## src/rtl/stop_watch_timer.sv

```systemverilog
// Stopwatch / countdown timer with a prescaled tick, pause/resume, and lap capture.
// All state lives in one clocked FSM block, so every output is registered.
module stop_watch_timer #(
    parameter int unsigned DATA_WIDTH = 16,
    parameter int unsigned MAX        = 99,
    parameter int unsigned PRESCALE   = 1
) (
    input  logic                  clk,
    input  logic                  resetn,
    input  logic                  start,
    input  logic                  stop,
    input  logic                  clear,
    input  logic                  mode,
    input  logic [DATA_WIDTH-1:0] load_val,
    input  logic                  lap,
    output logic [DATA_WIDTH-1:0] count,
    output logic [DATA_WIDTH-1:0] lap_count,
    output logic                  running,
    output logic                  wrap,
    output logic                  done
);

    localparam int unsigned PW = (PRESCALE > 1) ? $clog2(PRESCALE) : 1;
    localparam logic [DATA_WIDTH-1:0] MAX_V   = DATA_WIDTH'(MAX);
    localparam logic [DATA_WIDTH-1:0] CNT_ONE = DATA_WIDTH'(1);
    localparam logic [PW-1:0]         PS_LAST = PW'(PRESCALE - 1);
    localparam logic [PW-1:0]         PS_ONE  = PW'(1);

    typedef enum logic [1:0] {
        IDLE,
        RUN,
        PAUSE,
        DONE
    } state_e;

    state_e                  state_q;
    logic                    dir_q;
    logic [PW-1:0]           psc_q;
    logic [DATA_WIDTH-1:0]   count_q;
    logic [DATA_WIDTH-1:0]   lap_q;
    logic                    running_q;
    logic                    wrap_q;
    logic                    done_q;

    assign count     = count_q;
    assign lap_count = lap_q;
    assign running   = running_q;
    assign wrap      = wrap_q;
    assign done      = done_q;

    always_ff @(posedge clk) begin
        if (!resetn) begin
            state_q   <= IDLE;
            dir_q     <= 1'b0;
            psc_q     <= '0;
            count_q   <= '0;
            lap_q     <= '0;
            running_q <= 1'b0;
            wrap_q    <= 1'b0;
            done_q    <= 1'b0;
        end else begin
            wrap_q <= 1'b0;
            done_q <= 1'b0;
            if (clear) begin
                state_q   <= IDLE;
                psc_q     <= '0;
                count_q   <= '0;
                lap_q     <= '0;
                running_q <= 1'b0;
            end else begin
                // Lap samples the pre-edge count, so it races nothing below.
                if (lap && state_q != IDLE) begin
                    lap_q <= count_q;
                end
                unique case (state_q)
                    IDLE, DONE: begin
                        if (start) begin
                            state_q   <= RUN;
                            running_q <= 1'b1;
                            dir_q     <= mode;
                            psc_q     <= '0;
                            if (mode) begin
                                count_q <= (load_val > MAX_V) ? MAX_V : load_val;
                            end else begin
                                count_q <= '0;
                            end
                        end
                    end
                    RUN: begin
                        if (stop) begin
                            state_q   <= PAUSE;
                            running_q <= 1'b0;
                        end else if (psc_q != PS_LAST) begin
                            psc_q <= psc_q + PS_ONE;
                        end else begin
                            psc_q <= '0;
                            if (!dir_q) begin
                                if (count_q >= MAX_V) begin
                                    count_q <= '0;
                                    wrap_q  <= 1'b1;
                                end else begin
                                    count_q <= count_q + CNT_ONE;
                                end
                            end else if (count_q == '0) begin
                                state_q   <= DONE;
                                running_q <= 1'b0;
                                done_q    <= 1'b1;
                            end else begin
                                count_q <= count_q - CNT_ONE;
                            end
                        end
                    end
                    PAUSE: begin
                        if (start) begin
                            state_q   <= RUN;
                            running_q <= 1'b1;
                        end
                    end
                    default: begin
                        state_q   <= IDLE;
                        running_q <= 1'b0;
                    end
                endcase
            end
        end
    end

endmodule

```

## config.mk

```make
export PLATFORM = sky130hd
export DESIGN_NAME = stop_watch_timer
export DESIGN_NICKNAME = d
export VERILOG_FILES = /design/src/rtl/stop_watch_timer.sv
export SDC_FILE = /design/constraint.sdc
export NUM_CORES = 1
export LEC_CHECK = 0
export ABC_CLOCK_PERIOD_IN_PS = 3000
export BUFFER_PORTS_ARGS = -buffer_cell sky130_fd_sc_hd__buf_4
export CORE_ASPECT_RATIO = 0.9
export CORE_MARGIN = 2
export CORE_UTILIZATION = 56
export CTS_CLUSTER_SIZE = 8
export DETAILED_ROUTE_END_ITERATION = 8
export PLACE_DENSITY = 0.86
export SYNTH_ARGS = -nofsm -noshare
export SYNTH_HDL_FRONTEND = slang
export SYNTH_SLANG_ARGS = --single-unit
```

## constraint.sdc

```tcl
create_clock -name clk -period 3 [get_ports clk]
set_input_delay 0.15 -clock clk [delete_from_list [all_inputs] [get_ports clk]]
set_output_delay 0.15 -clock clk [all_outputs]
set_load 0.01 [all_outputs]
```

[Word-level counts from Yosys, hierarchy flattened]
Index checks and enable logic that the tools add are counted.
Storage, ports and cells
  register bits: 39
  memories kept: 0
  bits in latches: 0
  ROM bits: 0
  bits in writable memories: 0
Operators by class
  add/sub/neg operators: 3
  bitwise gates (word level): 4
  magnitude comparators: 2
  mux-type cells: 27
  shifts and indexed selects: 0
  divide/modulo/power cells: 0
  multipliers: 0
  reductions and logical operators: 14
  equal/unequal tests: 11
Operator list (number)
  two-way mux 16 bit: 8
  one-hot mux 16 bit (2 select lines): 1
  adder 16 x 1 -> 16 bit (second input constant): 1
  greater-or-equal comparator 16 x 7 -> 1 bit (second input constant): 1
  greater-than comparator 16 x 7 -> 1 bit (second input constant): 1
  logical NOT 16 bit: 1
  subtractor 16 x 1 -> 16 bit (second input constant): 1
  inequality test 3 bit (second input constant): 4
  OR reduction 6 bit: 2
  two-way mux 1 bit: 10
  two-way mux 2 bit: 5
  inequality test 2 bit (second input constant): 3
  AND reduction 3 bit: 2
  AND reduction 5 bit: 1
  equality test 2 bit (second input constant): 2
  inverter 1 bit: 4
  one-hot mux 1 bit (2 select lines): 2
  one-hot mux 2 bit (2 select lines): 1
  AND reduction 4 bit: 1
  nonzero test 2 bit: 2
  OR reduction 2 bit: 2
  OR reduction 3 bit: 1
  equality test 2 x 1 -> 1 bit (second input constant): 1
  logical NOT 2 bit: 1
  other kinds (3): 3

[Logic depth before layout (Yosys ltp)]
  word-level depth: 6
  depth in mapped cells: 9
  mapped depth without buffers: 7

[Worst setup path after synthesis]
OpenSTA, ideal clock, no wires.
  path kind: register to register
  start point: register count_q[4] (netlist: count[4])
  end point: register count_q[11] (netlist: count[11])
  data required time: 2.881 ns
  setup time: 0.119 ns
  cell stages (with the launch flop): 7
  path buffers: 1
  path slack: 1.053 ns
  arrival time: 1.828 ns
  cell sequence: dfxtp_1 buf_6 or4_4 nor3_4 a21oi_2 and4bb_1 o221a_1
Between the ends
  cells in the longest elaborated chain, start to end: 6
RTL lines
  start, declared: line 39  | logic [DATA_WIDTH-1:0] count_q;
  start signal, assigned: line 83  | count_q <= (load_val > MAX_V) ? MAX_V : load_val;
  start signal, assigned: line 102  | count_q <= count_q + CNT_ONE;
  start signal, assigned: line 109  | count_q <= count_q - CNT_ONE;
  adder 16 x 1 -> 16 bit, or another cell as far along: line 102
  two-way mux 16 bit (on tied branches): line 98, 104
  two-way mux 16 bit: line 97  | if (!dir_q) begin
  two-way mux 16 bit: line 93  | end else if (psc_q != PS_LAST) begin
  two-way mux 16 bit: line 90  | if (stop) begin
  one-hot mux 16 bit (2 select lines): line 75  | unique case (state_q)
Parallel ways exist; a longest one is shown, timed or not. The select of a mux whose other input is x is not followed.
A chain may end at the register's enable or synchronous reset.

[Worst setup path after layout]
  start point: register state_q[1]
  end point: register count_q[15] (netlist: count[15])
Between the ends
  cells in the longest elaborated chain, start to end: 4
RTL lines
  start, declared: line 36  | state_e state_q;
  start signal, assigned: line 53  | state_q <= IDLE;
  start signal, assigned: line 65  | state_q <= IDLE;
  start signal, assigned: line 78  | state_q <= RUN;
  equality test 2 bit or logical NOT 2 bit (tied branches): line 75
  OR reduction 2 bit: line 75
  inequality test 2 bit (no line) or nonzero test 2 bit (tied branches)
  AND reduction 5 bit (no line)
Parallel ways exist; a longest one is shown, timed or not.

==> results_dict.tcl <==
set metrics [dict create \
    synthFlopType "dfxtp_1" \
    dpl.hpwl_um 3930 \
    cts_buffer_depth 2 \
    drc 0 \
    post_drt_wl_per_cell_um 14.6 \
    p_seq_share_pct 47.5 \
    synth-simple-area-share_pct 28.0 \
    timing.rr.start "state_q[1]" \
    ir_worst_vdd_mv 0.378 \
    clockPowerShare_pct 37.6 \
    fin_crit_sh_pct 78.6 \
    cp_max_fo 16 \
    gp_congestion 1.00 \
    detail_route.iter0.violations 151 \
    cp-endpoint "count[15]" \
    p_int_uw 830 \
    ff2ff_path_depth 7 \
    drive_above_1_share_pct 24.2 \
    tightest_slew_ns 0.838 \
    synthAdderAreaFrac_pct 2.91 \
    p_sw_share_pct 25.2 \
    crit_type "flop to flop" \
    rsz0062_at_grt "no" \
    yosysWarnings 0 \
    setup_viol_count_final 0 \
    synth_edf_count 0 \
    muxShareOfSynthArea_pct 0.466 \
    synth_cells 278 \
    antenna_found_initial 0 \
    die_y_um 62.8 \
    rrSetupSlack_ns 0.64 \
    rr_endpoint "count[15]" \
    fin_crit_ns 2.36 \
    clock_skew_ns 0.00549 \
    powerDensity_mw_per_mm2 421 \
    ant_nets 0 \
    post_cts_resize_count 0 \
    timing.slew.headroom_pct 44.0 \
    core_mm2 0.00370 \
    hold_depth 2 \
    overflow 0 \
    end_kind "flop" \
    dieArea_mm2 0.00435 \
    portBuffers 57 \
    yosysTopAreaCell "dfxtp_1" \
    cts_tree "done" \
    finalNonFillerCells 372 \
    first_global_vias 1980 \
    post_cts_buffers 0 \
    ys_async_sr_fraction_pct 0 \
    cts_buffers 5 \
    hold_slack_ns 0.109 \
    synth_compound_area_share_pct 24.9 \
    cp.required_ns 3.22 \
    start_kind "flop" \
    hold_path_class "primary input to flop" \
    htree_levels 2 \
    antenna_cells 0 \
    slew_violations 0 \
    synth_top_family_by_area "simple AND/OR/NAND/NOR gates" \
    finalHoldViolations 0 \
    num_io_pins 58 \
    totalWireLength_um 5420 \
    synth-seq-area-share_pct 35.4 \
    fin_nets 353 \
    start_util_pct 58.0 \
    synthXorXnorAreaFrac_pct 1.63 \
    setup_tns_ns 0 \
    grt_pass1_wl_um 9050 \
    grt_use_total_pct 25.6 \
    clk_pin_slew_ns 0.07 \
    grt_max_degree 27 \
    vias_per_cell 5.81 \
    netlist.area_leader.share_pct 35.4 \
    via_count 2163 \
    cap_violations 0 \
    dp_cells 364 \
    p_leak_nw 0.972 \
    ys_seq_elements 38 \
    syn_area_mm2 0.00215 \
    fp-row-count 21 \
    synth_nets 306 \
    synth_area_leaders "dfxtp_1, nand2_1, a21oi_1, o21ai_0, ha_1" \
    clock-root-buffer "clkbuf_8" \
    first_pass_iters 4 \
    cts.sinks 38 \
    ys_types 52 \
    syn_avg_cell_area_um2 7.73 \
    power.total_mw 1.11 \
    crit_path_start "state_q[1]" \
    critical_path_arrival_ns 2.58 \
    syn2layout_area_growth_pct 22.7 \
    insertion_delay_ns 0.29 \
    p_switching_uw 279 \
    hold_buffers 0 \
    comb_power_share_pct 14.9 \
    die_w_um 69.3 \
    status "finished, final reports clean" \
    fmax_mhz 424 \
]
## layout make-up
cell class	instances	area, um^2
Clock buffer	7	76.3
Clock inverter	1	30.0
Fill cell	310	1070
Inverter	9	33.8
Multi-Input combinational cell	213	1240
Sequential cell	38	761
Tap cell	46	57.6
Timing Repair Buffer	58	435
## synthesized netlist by cell type, drive strengths merged, types with 2 or more instances
cell	n
xnor2	3
ha	5
or3	7
buf	10
a211oi	3
or2	2
o21ai	23
nor3b	4
nor4	5
inv	9
dfxtp	38
a31oi	7
o22ai	4
nor2b	6
nand4b	3
nand2	49
clkbuf	8
and2	2
nor3	10
nor2	16
a21oi	34
o21a	3
nand3	7
## layout by cell type, fill, tap and decap left out, drive strengths merged, types with 2 or more instances in the layout
cell and count:
a31oi 7, or2 2, a21oi 34, nor2b 6, nor4 5, nor2 16, buf 58, o21a 3
ha 5, nand3 7, clkbuf 7, xnor2 3, dfxtp 38, o21ai 23, a211oi 3, nor3 10
nand4b 3, inv 9, o22ai 4, and2 2, nand2 49, nor3b 4, or3 7
## registers in the layout, summed over array words and instances (netlist names)
register,count
lap_count,16
dir_q,1
state_q,2
running,1
count,16
done,1
wrap,1
## critical path: stages, from the launching register on
cell	delay (ns)
dfxtp_1	0.30
inv_1	0.10
ha_1	0.51
and2_1	0.27
o21ai_0	0.17
a211oi_1	0.61
nand4b_1	0.17
a21oi_1	0.16
## logic make-up after synthesis
family,Yosys count
buffers and inverters,27
AND/OR/NAND/NOR,117
XOR/XNOR,4
AO/OA/AOI/OAI,86
adder cells (fa/ha/maj),5
flip-flops,38
multiplexers,1
## routing by layer
layer  global-route usage, %  vias to the layer above  wire length [um]
li1                        -                     1088                 -
met1                    32.4                      998              2420
met2                    42.9                       67              2590
met3                    4.84                       10               317
met4                    10.3                        0                93
met5                       0                        -                 0
## per-stage QoR
step           setup slack, ns  utilization, %  instance area [um^2]
6_report                 0.643            71.2                  2640
5_1_grt                  0.374            71.2                  2640
4_1_cts                  0.681            71.2                  2640
3_5_place_dp             0.748            68.3                  2530
3_3_place_gp             0.805            68.3                  2530
2_1_floorplan             1.05               -                  2150
## worst min-delay path by stage
stage / from / endpoint / slack (ns)
finish: resetn / dir_q / 0.11
global route: resetn / dir_q / 0.08
CTS: resetn / dir_q / 0.09
detailed placement: resetn / dir_q / 0.41
global placement: resetn / dir_q / 0.38
floorplan: stop / state_q[0] / 0.26
## power groups by stage
stage | combinational [mW] | sequential [mW] | clock (mW)
global placement | 0.160 | 0.537 | 0
floorplan | 0.119 | 0.531 | 0
CTS | 0.165 | 0.527 | 0.423
global route | 0.182 | 0.528 | 0.444
finish | 0.165 | 0.527 | 0.417
detailed placement | 0.163 | 0.538 | 0
Power figures use the tool's default switching activity.
